File: config.mk
export PLATFORM = sky130hd
export DESIGN_NAME = shift_pipe
export DESIGN_NICKNAME = d
export VERILOG_FILES = /design/src/rtl/shift_pipe.sv
export SDC_FILE = /design/constraint.sdc
export NUM_CORES = 1
export LEC_CHECK = 0
export BUFFER_PORTS_ARGS = -buffer_cell sky130_fd_sc_hd__buf_2
export CORE_MARGIN = 5
export CORE_UTILIZATION = 30
export DETAILED_ROUTE_END_ITERATION = 12
export GPL_TIMING_DRIVEN = 0
export PLACE_DENSITY = 0.5
export SLEW_MARGIN = 20
export SYNTH_ARGS = -nofsm -noshare
export SYNTH_HDL_FRONTEND = slang
export SYNTH_SLANG_ARGS = --single-unit
File: constraint.sdc
create_clock -name clk -period 8.25 [get_ports clk]
set_clock_uncertainty 0.2 [all_clocks]
set_input_delay 1.65 -clock clk [delete_from_list [all_inputs] [get_ports clk]]
set_output_delay 1.65 -clock clk [all_outputs]
set_load 0.1 [all_outputs]
File: src/rtl/shift_pipe.sv
// Pipelined barrel-shift unit: stage 1 computes, stages 2..LAT are delay registers.
// A stalled output freezes the whole pipe, bubbles included.
module shift_pipe #(
  parameter int unsigned WID         = 64,
  parameter int unsigned LAT         = 2,
  parameter int unsigned TAGW        = 6,
  parameter bit          ROTATE_INSN = 1'b1
) (
  input  logic                     clk,
  input  logic                     rst,
  input  logic                     in_vld,
  output logic                     in_rdy,
  input  logic [2:0]               op,
  input  logic [WID-1:0]           a,
  input  logic [$clog2(WID)-1:0]   amt,
  input  logic [TAGW-1:0]          tag_i,
  output logic                     out_vld,
  input  logic                     out_rdy,
  output logic [WID-1:0]           res,
  output logic                     ov,
  output logic                     err,
  output logic [TAGW-1:0]          tag_o
);

  localparam int unsigned AW = $clog2(WID);

  localparam logic [2:0] OpShl = 3'd0;
  localparam logic [2:0] OpShr = 3'd1;
  localparam logic [2:0] OpAsl = 3'd2;
  localparam logic [2:0] OpAsr = 3'd3;
  localparam logic [2:0] OpRol = 3'd4;
  localparam logic [2:0] OpRor = 3'd5;

  localparam logic [127:0]   DeadAll = {8{16'hDEAD}};
  localparam logic [WID-1:0] DeadPat = DeadAll[WID-1:0];

  logic [WID-1:0]   s1_res;
  logic             s1_ov;
  logic             s1_err;
  logic [2*WID-1:0] rol_w;
  logic [2*WID-1:0] ror_w;
  logic [AW-1:0]    top_sh;
  logic [WID-1:0]   top_bits;
  logic [WID-1:0]   top_ones;

  logic [LAT-1:0]  vld_q, vld_d;
  logic [WID-1:0]  res_q [LAT];
  logic [WID-1:0]  res_d [LAT];
  logic [LAT-1:0]  ov_q, ov_d;
  logic [LAT-1:0]  err_q, err_d;
  logic [TAGW-1:0] tag_q [LAT];
  logic [TAGW-1:0] tag_d [LAT];

  logic stall;

  assign rol_w = {a, a} << amt;
  assign ror_w = {a, a} >> amt;

  // The top amt+1 bits of a, right-justified; ASL overflows unless they are all equal.
  assign top_sh   = AW'(WID - 1) - amt;
  assign top_bits = a >> top_sh;
  assign top_ones = {WID{1'b1}} >> top_sh;

  always_comb begin
    s1_res = '0;
    s1_ov  = 1'b0;
    s1_err = 1'b0;
    case (op)
      OpShl: s1_res = a << amt;
      OpAsl: begin
        s1_res = a << amt;
        s1_ov  = (top_bits != '0) && (top_bits != top_ones);
      end
      OpShr: s1_res = a >> amt;
      OpAsr: s1_res = $unsigned($signed(a) >>> amt);
      OpRol: s1_res = ROTATE_INSN ? rol_w[2*WID-1 -: WID] : DeadPat;
      OpRor: s1_res = ROTATE_INSN ? ror_w[WID-1:0] : DeadPat;
      default: s1_err = 1'b1;
    endcase
  end

  assign stall  = vld_q[LAT-1] & ~out_rdy;
  assign in_rdy = ~stall;

  always_comb begin
    vld_d = vld_q;
    res_d = res_q;
    ov_d  = ov_q;
    err_d = err_q;
    tag_d = tag_q;
    if (!stall) begin
      vld_d[0] = in_vld;
      if (in_vld) begin
        res_d[0] = s1_res;
        ov_d[0]  = s1_ov;
        err_d[0] = s1_err;
        tag_d[0] = tag_i;
      end
      for (int i = 1; i < LAT; i++) begin
        vld_d[i] = vld_q[i-1];
        res_d[i] = res_q[i-1];
        ov_d[i]  = ov_q[i-1];
        err_d[i] = err_q[i-1];
        tag_d[i] = tag_q[i-1];
      end
    end
  end

  always_ff @(posedge clk) begin
    if (rst) begin
      vld_q <= '0;
      ov_q  <= '0;
      err_q <= '0;
      for (int i = 0; i < LAT; i++) begin
        res_q[i] <= '0;
        tag_q[i] <= '0;
      end
    end else begin
      vld_q <= vld_d;
      ov_q  <= ov_d;
      err_q <= err_d;
      for (int i = 0; i < LAT; i++) begin
        res_q[i] <= res_d[i];
        tag_q[i] <= tag_d[i];
      end
    end
  end

  assign out_vld = vld_q[LAT-1];
  assign res     = res_q[LAT-1];
  assign ov      = ov_q[LAT-1];
  assign err     = err_q[LAT-1];
  assign tag_o   = tag_q[LAT-1];

endmodule
# Word level (Yosys, flattened, before mapping)
# Index checks and enable logic that the tools add are counted.
# classes
eq_ne	6
div	0
n_bitwise	3
multipliers	0
magnitude_cmp	0
reduce_logical	6
addsub	1
shifts	7
n_mux	3
# op_table
op	n
$pmux W64 S5	1
$shl A128 B6 Y128	1
$shr A128 B6 Y64	1
$shr A64 B6 Y64	2
$ne A64 B64 Y1	1
$reduce_bool A64 Y1	1
$shl A64 B6 Y64	1
$shr A64 B6 Y64 const A	1
$sshr A64 B6 Y64	1
$eq A3 B2 Y1 const B	2
$eq A3 B3 Y1 const B	2
$reduce_or A6 Y1	1
$sub A6 B6 Y6 const A	1
$eq A3 B1 Y1 const B	1
$logic_not A3 Y1	1
$mux W1	2
$not A1 Y1	2
$reduce_and A2 Y1	1
$reduce_or A2 Y1	1
$and A1 B1 Y1	1
$logic_and A1 B1 Y1	1
# totals
inputBits	83
memories	0
mem_bits_rw	0
register_bits	146
word_cells	35
rom_bits	0
latchBits	0

# Depth between registers and ports, before layout
# Gate-level depths: netlist of run 1.
# depth
ltp_word	5
depth_mapped	17

# Least setup slack after synthesis of run 1
# OpenSTA, ideal clock, no wires.
# synth_timing
path_kind	input to output
start	in out_rdy
end	out in_rdy
stages	4
slack_ps	3338
t_arrival_ps	3062
path_buffers	2
cell_sequence	nor2b_1 inv_1 clkbuf_1 clkbuf_1
# synth_between
elab_chain_cells	3
# synth_lines
element	line_no	text
from (decl)	18	input logic out_rdy,
$not A1 Y1	82	assign stall = vld_q[LAT-1] & ~out_rdy;
$and A1 B1 Y1	82	
$not A1 Y1 (no line)	-	
to (decl)	12	output logic in_rdy,
# No other way between the ends.

# Final worst setup path of run 1
# layout_timing
start	in amt[4]
end	reg res_q[80] (netlist name)
# layout_between
elab_chain_cells	2
elab_cells_between_ends	6
cone_classes	shift (5); mux (1)
# layout_lines
element	line_no	text
from (decl)	15	input logic [$clog2(WID)-1:0] amt,
$shr A128 B6 Y64 (tied with other cells)	57	assign ror_w = {a, a} >> amt;
$pmux W64 S5 (*)	68	case (op)
to (signal, indexed assignment)	123	res_q[i] <= res_d[i];
to (decl)	47	logic [WID-1:0] res_q [LAT];
# Mark *: on every way between the ends. The rest lies on a longest branch, timed or not.
# A chain may end at the register's enable or synchronous reset.

==> qor.txt, run 1 <==
root buf cell = clkbuf_16
Initial DRT Pass Iterations = 6
measured slew at the worst slew-check pin = 1320 ps
number of synthesized flops with an enable pin = 0
post-layout net count = 2534
CTS resizes = 0
total number of vias = 22.3k
Yosys reg bits = 146
largest net degree at the start of global routing = 17
status = finished, final reports clean
Buf/Inv on CP = 6
Clk pin slew, worst setup/hold paths = 70 ps
global-route wire length before repair = 190000 um
Initial Util = 0.302
TritonCTS Buffers = 17
IO buf count = 150
Setup TNS = 0 ps
Seq pwr share = 0.232
Clock Latency Late Sink = 430 ps
R2R Setup Slk = 4650 ps
P per Cell Area = 158 nW/um^2
Setup Fix Bufs, Post-CTS = 0
Die X = 256 um
post-layout min period = 6670 ps
gpl congestion = 1.09
Clock Sinks = 146
drt initial violations = 3163
crit path DAT = 6840 ps
row count = 90
Peak supply drop = 0.0000813 V
WL per Instance = 43.7 um
top cells by area, synth = mux4_2 (17%), dfxtp_1 (16%), mux2i_1 (8.4%)
GRT Util Overall = 0.414
Die Height = 256 um
Avg Synthesized Cell Area = 7.98 um^2
CTS H-Tree Depth = 4
final WL = 142000 um
initial antenna violation count = 5
most used cell, CP = clkbuf_1
DRC viols = 0
Syn Nets = 2360
Int Pwr = 0.00162 W
Mapped Cells = 2277
area leader, netlist = mux4_2
Max Cap Viol = 0
Post-DRT Antenna Nets = 0
Synth Cell Area = 18200 um^2
Pleak = 7.73 nW
Hold Fails Final Rpt = 0
f_max = 150 MHz
RSZ-0062 raised after global routing = false
Netlist cell types = 83
Net Sw Power = 0.00164 W
Slew Limit Fails = 0
Vias/cell = 6.86
cts hold-fix bufs = 0
sequential share of the synthesized area = 0.161
most frequent cells after synthesis = nand2_1 (369), a21oi_1 (221), nor2_1 (205)
switching share of power = 0.502
Hold Path Class = reg2reg
Worst Setup Start Kind = primary input
core area = 60200 um^2
final setup violation count = 0
fraction of layout cells with a size suffix above 1 = 0.253
CTS tree = yes
vias in the first global route = 21.5k
Die Area = 65600 um^2
Worst setup EP type = flop
Max stage delay on crit path = 920 ps
Yosys warnings = 0
ys async rst share = 0
CP required = 8420 ps
post-detail-place hpwl = 117000 um
# IOs = 157
Max Buffers Root-to-Sink = 2
final core utilization = 0.342
Synth top area share = 0.168
Comb power frac = 0.539
Top Family by Delay on Critical Path = buffers and inverters
Slowest-stage cell, CP = clkbuf_1
Rel. slew slack = 0.119
Clk network pwr share = 0.228
crit-path max FO = 10
critical path class = in2reg
crit share post-route = 0.809
count leader, synth = nand2_1
crit-path cells = buf_2, buf_2, clkbuf_1, clkbuf_1, clkbuf_2, clkbuf_1, nand2_1, o31ai_1, a22oi_1, o211ai_1, a22oi_1, nor2_1
area delta synth->final = 13.2%
total grt overflow = 0
ys flop type = dfxtp_1
tightest hold or removal path, delay by kind of cell, from the launching register on:
kind,cells,cell delay (ps)
compound gates,1,50
simple gates,1,50
flops,1,310
logic make-up (layout without fill, tap and decap cells):
logic type | Yosys count | in the layout | synth area share
multiplexers | 418 | 418 | 0.335
buffers and inverters | 302 | 489 | 0.0898
flip-flops | 146 | 146 | 0.161
other | 0 | 8 | 0
AND/OR/NAND/NOR | 715 | 715 | 0.166
AO/OA/AOI/OAI | 696 | 696 | 0.248
cells in the final DEF (no fill, tap or decap), types with 25 or more instances in the layout:
cell / Yosys / layout
a211oi_1: 36 / 35
a21oi_1: 221 / 220
a22oi_1: 30 / 30
and2_1: 25 / 25
buf_2: 46 / 196
buf_4: 74 / 77
clkbuf_1: 130 / 127
dfxtp_1: 146 / 146
mux2_2: 122 / 122
mux2i_1: 153 / 147
mux4_2: 136 / 136
nand2_1: 369 / 369
nand3_1: 25 / 25
nor2_1: 205 / 202
o21ai_0: 111 / 109
o22ai_1: 50 / 50
area by class of cell:
cell class              instances  area (um^2)
multi-input cells            1829        13700
clock buffers                  17          425
inverters                      10         37.5
clock inverters                15          143
fillers                      6475        39700
repair buffers                155          796
diodes                          8         20.0
plain buffers                 292         1600
well taps                     782          978
flip-flops and latches        146         2920
power groups by stage:
stage / sequential [W] / combinational, W / clock (W)
detailed placement: 0.000773 / 0.00165 / 0
global route: 0.000760 / 0.00175 / 0.000786
global placement: 0.000773 / 0.00166 / 0
CTS: 0.000757 / 0.00166 / 0.000754
floorplan: 0.000769 / 0.000906 / 0
finish: 0.000758 / 0.00176 / 0.000744
sequential cells by signal, indices dropped and copies added, names as in the netlist:
signal,cells
err_q,2
ov_q,2
res,64
res_q,64
tag_o,6
tag_q,6
vld_q,2
layer usage:
metal  vias up  track usage  part of all wire
met5         -            0           0.00020
met4         4        0.294             0.096
met3       534        0.119              0.10
met2      1838        0.636              0.43
met1     11000        0.496              0.37
li1       8907            -                 -
through the flow:
step / instance area, um^2 / instances / power (W) / hold WS [ps] / setup slack [ps]
after global placement: 19900 / 3209 / 0.00243 / 242 / 536
after detailed placement: 20000 / 3214 / 0.00242 / 245 / 1440
after global routing: 20600 / 3246 / 0.00329 / 270 / 1770
after floorplan: 18200 / 2277 / 0.00167 / 225 / 3340
after CTS: 20600 / 3246 / 0.00317 / 255 / 1900
final: 20600 / 3254 / 0.00326 / 251 / 1580
final timing paths:
path / startpoint / to / cells past startpoint
max: amt[4] / res_q[80] / 12
min: res[4] / res[4] / 2
max reg2reg: vld_q[1] / res_q[72] / 7
min reg2reg: res[4] / res[4] / 2
No activity file was read; power rests on OpenSTA's default activity.
==> run 2, diff against run 1 <==
--- a/config.mk
+++ b/config.mk
@@ -10,7 +10,7 @@
 export CORE_UTILIZATION = 30
 export DETAILED_ROUTE_END_ITERATION = 12
 export GPL_TIMING_DRIVEN = 0
-export PLACE_DENSITY = 0.5
+export PLACE_DENSITY = 0.51
 export SLEW_MARGIN = 20
 export SYNTH_ARGS = -nofsm -noshare
 export SYNTH_HDL_FRONTEND = slang
==> constraint.sdc (replaced) <==
create_clock -name clk -period 5.55 [get_ports clk]
set_clock_uncertainty 0.2 [all_clocks]
set_input_delay 1.11 -clock clk [delete_from_list [all_inputs] [get_ports clk]]
set_output_delay 1.11 -clock clk [all_outputs]
set_load 0.1 [all_outputs]
==> qor.txt, run 2 (same netlist as run 1, synthesis figures left out) <==
status = finished with violations
failing checks = setup timing
Max Buffers Root-to-Sink = 2 (unchanged)
f_max = 173 MHz
final WL = 144000 um (+1.0%)
area delta synth->final = 13.5%
Cell Area, Placed = 20000 um^2 (about the same)
WL per Instance = 44.2 um (+1.2%)
initial antenna violation count = 6 (+1)
crit path DAT = 5850 ps (-990 ps)
row count = 90 (unchanged)
IO buf count = 150 (unchanged)
worst reg2reg path endpoint = ov_q[0]
Post-DRT Antenna Nets = 0 (unchanged)
hold path depth = 2 (unchanged)
Hold Path Class = reg2reg
root buf cell = clkbuf_16
post-layout net count = 2529 (-0.20%)
commonest cells after routing, fill and taps aside = nand2_1 (369), a21oi_1 (220), nor2_1 (203), buf_2 (199), mux2i_1 (149)
Slew Limit Fails = 0 (unchanged)
RSZ-0062 raised after global routing = true
CP required = 5620 ps (-2800 ps)
Vias/cell = 6.93 (+1.1%)
DRC viols = 0 (unchanged)
GRT Util Overall = 0.416 (+0.00236)
measured slew at the worst slew-check pin = 1270 ps (-55.1 ps)
core area = 60200 um^2 (unchanged)
Worst setup EP type = flop
fraction of layout cells with a size suffix above 1 = 0.257 (+0.00458)
Die X = 256 um (unchanged)
Rel. slew slack = 0.145 (+0.0257)
CTS tree = yes
post-layout min period = 5770 ps
# IOs = 157 (unchanged)
TritonCTS Buffers = 17 (unchanged)
vias in the first global route = 21.5k (+0.18%)
Worst Setup Start Kind = primary input
largest net degree at the start of global routing = 20 (+3)
Hold Fails Final Rpt = 0 (unchanged)
critical path class = in2reg
final setup violation count = 12 (+12)
FF-to-FF Start = vld_q[1]
total grt overflow = 0 (unchanged)
post-route cell area = 20600 um^2 (+0.23%)
Initial DRT Pass Iterations = 5 (-1)
FILL cells = 6414 (-0.94%)
R2R Setup Slk = 2120 ps (-2530 ps)
Pleak = 7.77 nW (+0.50%)
total number of vias = 22.5k (+0.92%)
post-route setup slack = -222 ps (-1800 ps)
Max Cap Viol = 0 (unchanged)
crit-path max FO = 10 (unchanged)
CTS H-Tree Depth = 4 (unchanged)
fin cells = 3249 (-0.15%)
crit share post-route = 1.04
Die Area = 65600 um^2 (unchanged)
Die Height = 256 um (unchanged)
HP Start = res[36]
most common cell after layout, fill and taps aside = nand2_1
R2R cell count = 11 (+4)
Worst Setup SP = amt[2]
placed instance count = 3212 (-0.062%)
P per Cell Area = 238 nW/um^2 (+51%)
gpl congestion = 1.13 (+4.0%)
Clock Latency Late Sink = 440 ps (about the same)
Peak supply drop = 0.000208 V (+160%)
cts hold-fix bufs = 0 (unchanged)
global-route wire length before repair = 192000 um (+0.83%)
post-detail-place hpwl = 118000 um (+0.61%)
Clock Sinks = 146 (unchanged)
drt initial violations = 3188 (+0.79%)
Hold Path Sink = res[36]
Clk pin slew, worst setup/hold paths = 60 ps (about the same)
Initial Util = 0.302 (unchanged)
[run 2: changes by cell type in the layout (fill, tap and decap cells not counted), sizes merged]
cell           previous run  this run
bufinv                    0         1
clkbuf                  147       144
clkinv                    8         7
clkdlybuf4s15             0         2
buf                     317       313
[run 2: stage by stage]
stage	TNS (ps)	total power, W	setup WS [ps]	utilization	hold slack, ps
2_1_floorplan	0	0.00249	1570	-	225
3_3_place_gp	-41360	0.00363	-1920	0.330	239
3_5_place_dp	-29100	0.00361	-1480	0.332	245
4_1_cts	0	0.00478	43.2	0.342	252
5_1_grt	-31.4	0.00496	-31.4	0.342	271
6_report	-1240	0.00492	-222	0.342	249
[run 2: worst max path at each step]
stage | cells past startpoint | end
after floorplan | 14 | res_q[104]
after global placement | 10 | res_q[65]
after detailed placement | 10 | res_q[86]
after CTS | 14 | res_q[126]
after global routing | 13 | res_q[126]
final | 13 | res_q[113]
[run 2: metal layers]
layer  track usage  share of wire  wire length, um  up-vias
li1              -              -                -     8885
met1         0.500           0.37            53400    11100
met2         0.635           0.43            61400     1913
met3         0.110           0.10            14300      583
met4         0.316           0.10            14300        6
met5             0        0.00029               41        -
[run 2: critical path: stages]
cell and delay [ps]:
buf_2 160, clkinv_1 230, buf_2 400, buf_1 770
buf_2 520, mux2i_1 510, nor2_1 120, a21oi_1 390
o22ai_2 310, nand2_1 170, a21oi_1 190, a2111oi_1 780
o21ai_0 170
[run 2: layout make-up]
class                           instances  area (um^2)  share of cell area
Clock inverter                         15          173             0.00837
Tap cell                              782          978              0.0474
Buffer                                289         1610              0.0781
Multi-Input combinational cell       1829        13700               0.664
Antenna cell                            8         20.0            0.000970
Inverter                               10         41.3             0.00200
Timing Repair Buffer                  153          771              0.0374
Clock buffer                           17          425              0.0206
Sequential cell                       146         2920               0.142
[run 2: report_power, final]
part / leakage (nW) / switching (W) / internal (W) / total, W
combinational: 6.29 / 0.00190 / 0.000723 / 0.00262
sequential: 1.19 / 0.0000339 / 0.00110 / 0.00113
clock: 0.292 / 0.000522 / 0.000642 / 0.00116
total: 7.77 / 0.00246 / 0.00246 / 0.00492
[run 2: what timing repair did]
| item | CTS | global route |
|---|---|---|
| setup buffers | 0 | 0 |
| resized for setup | 13 | 6 |
| endpoints found under the setup margin | 28 | 3 |
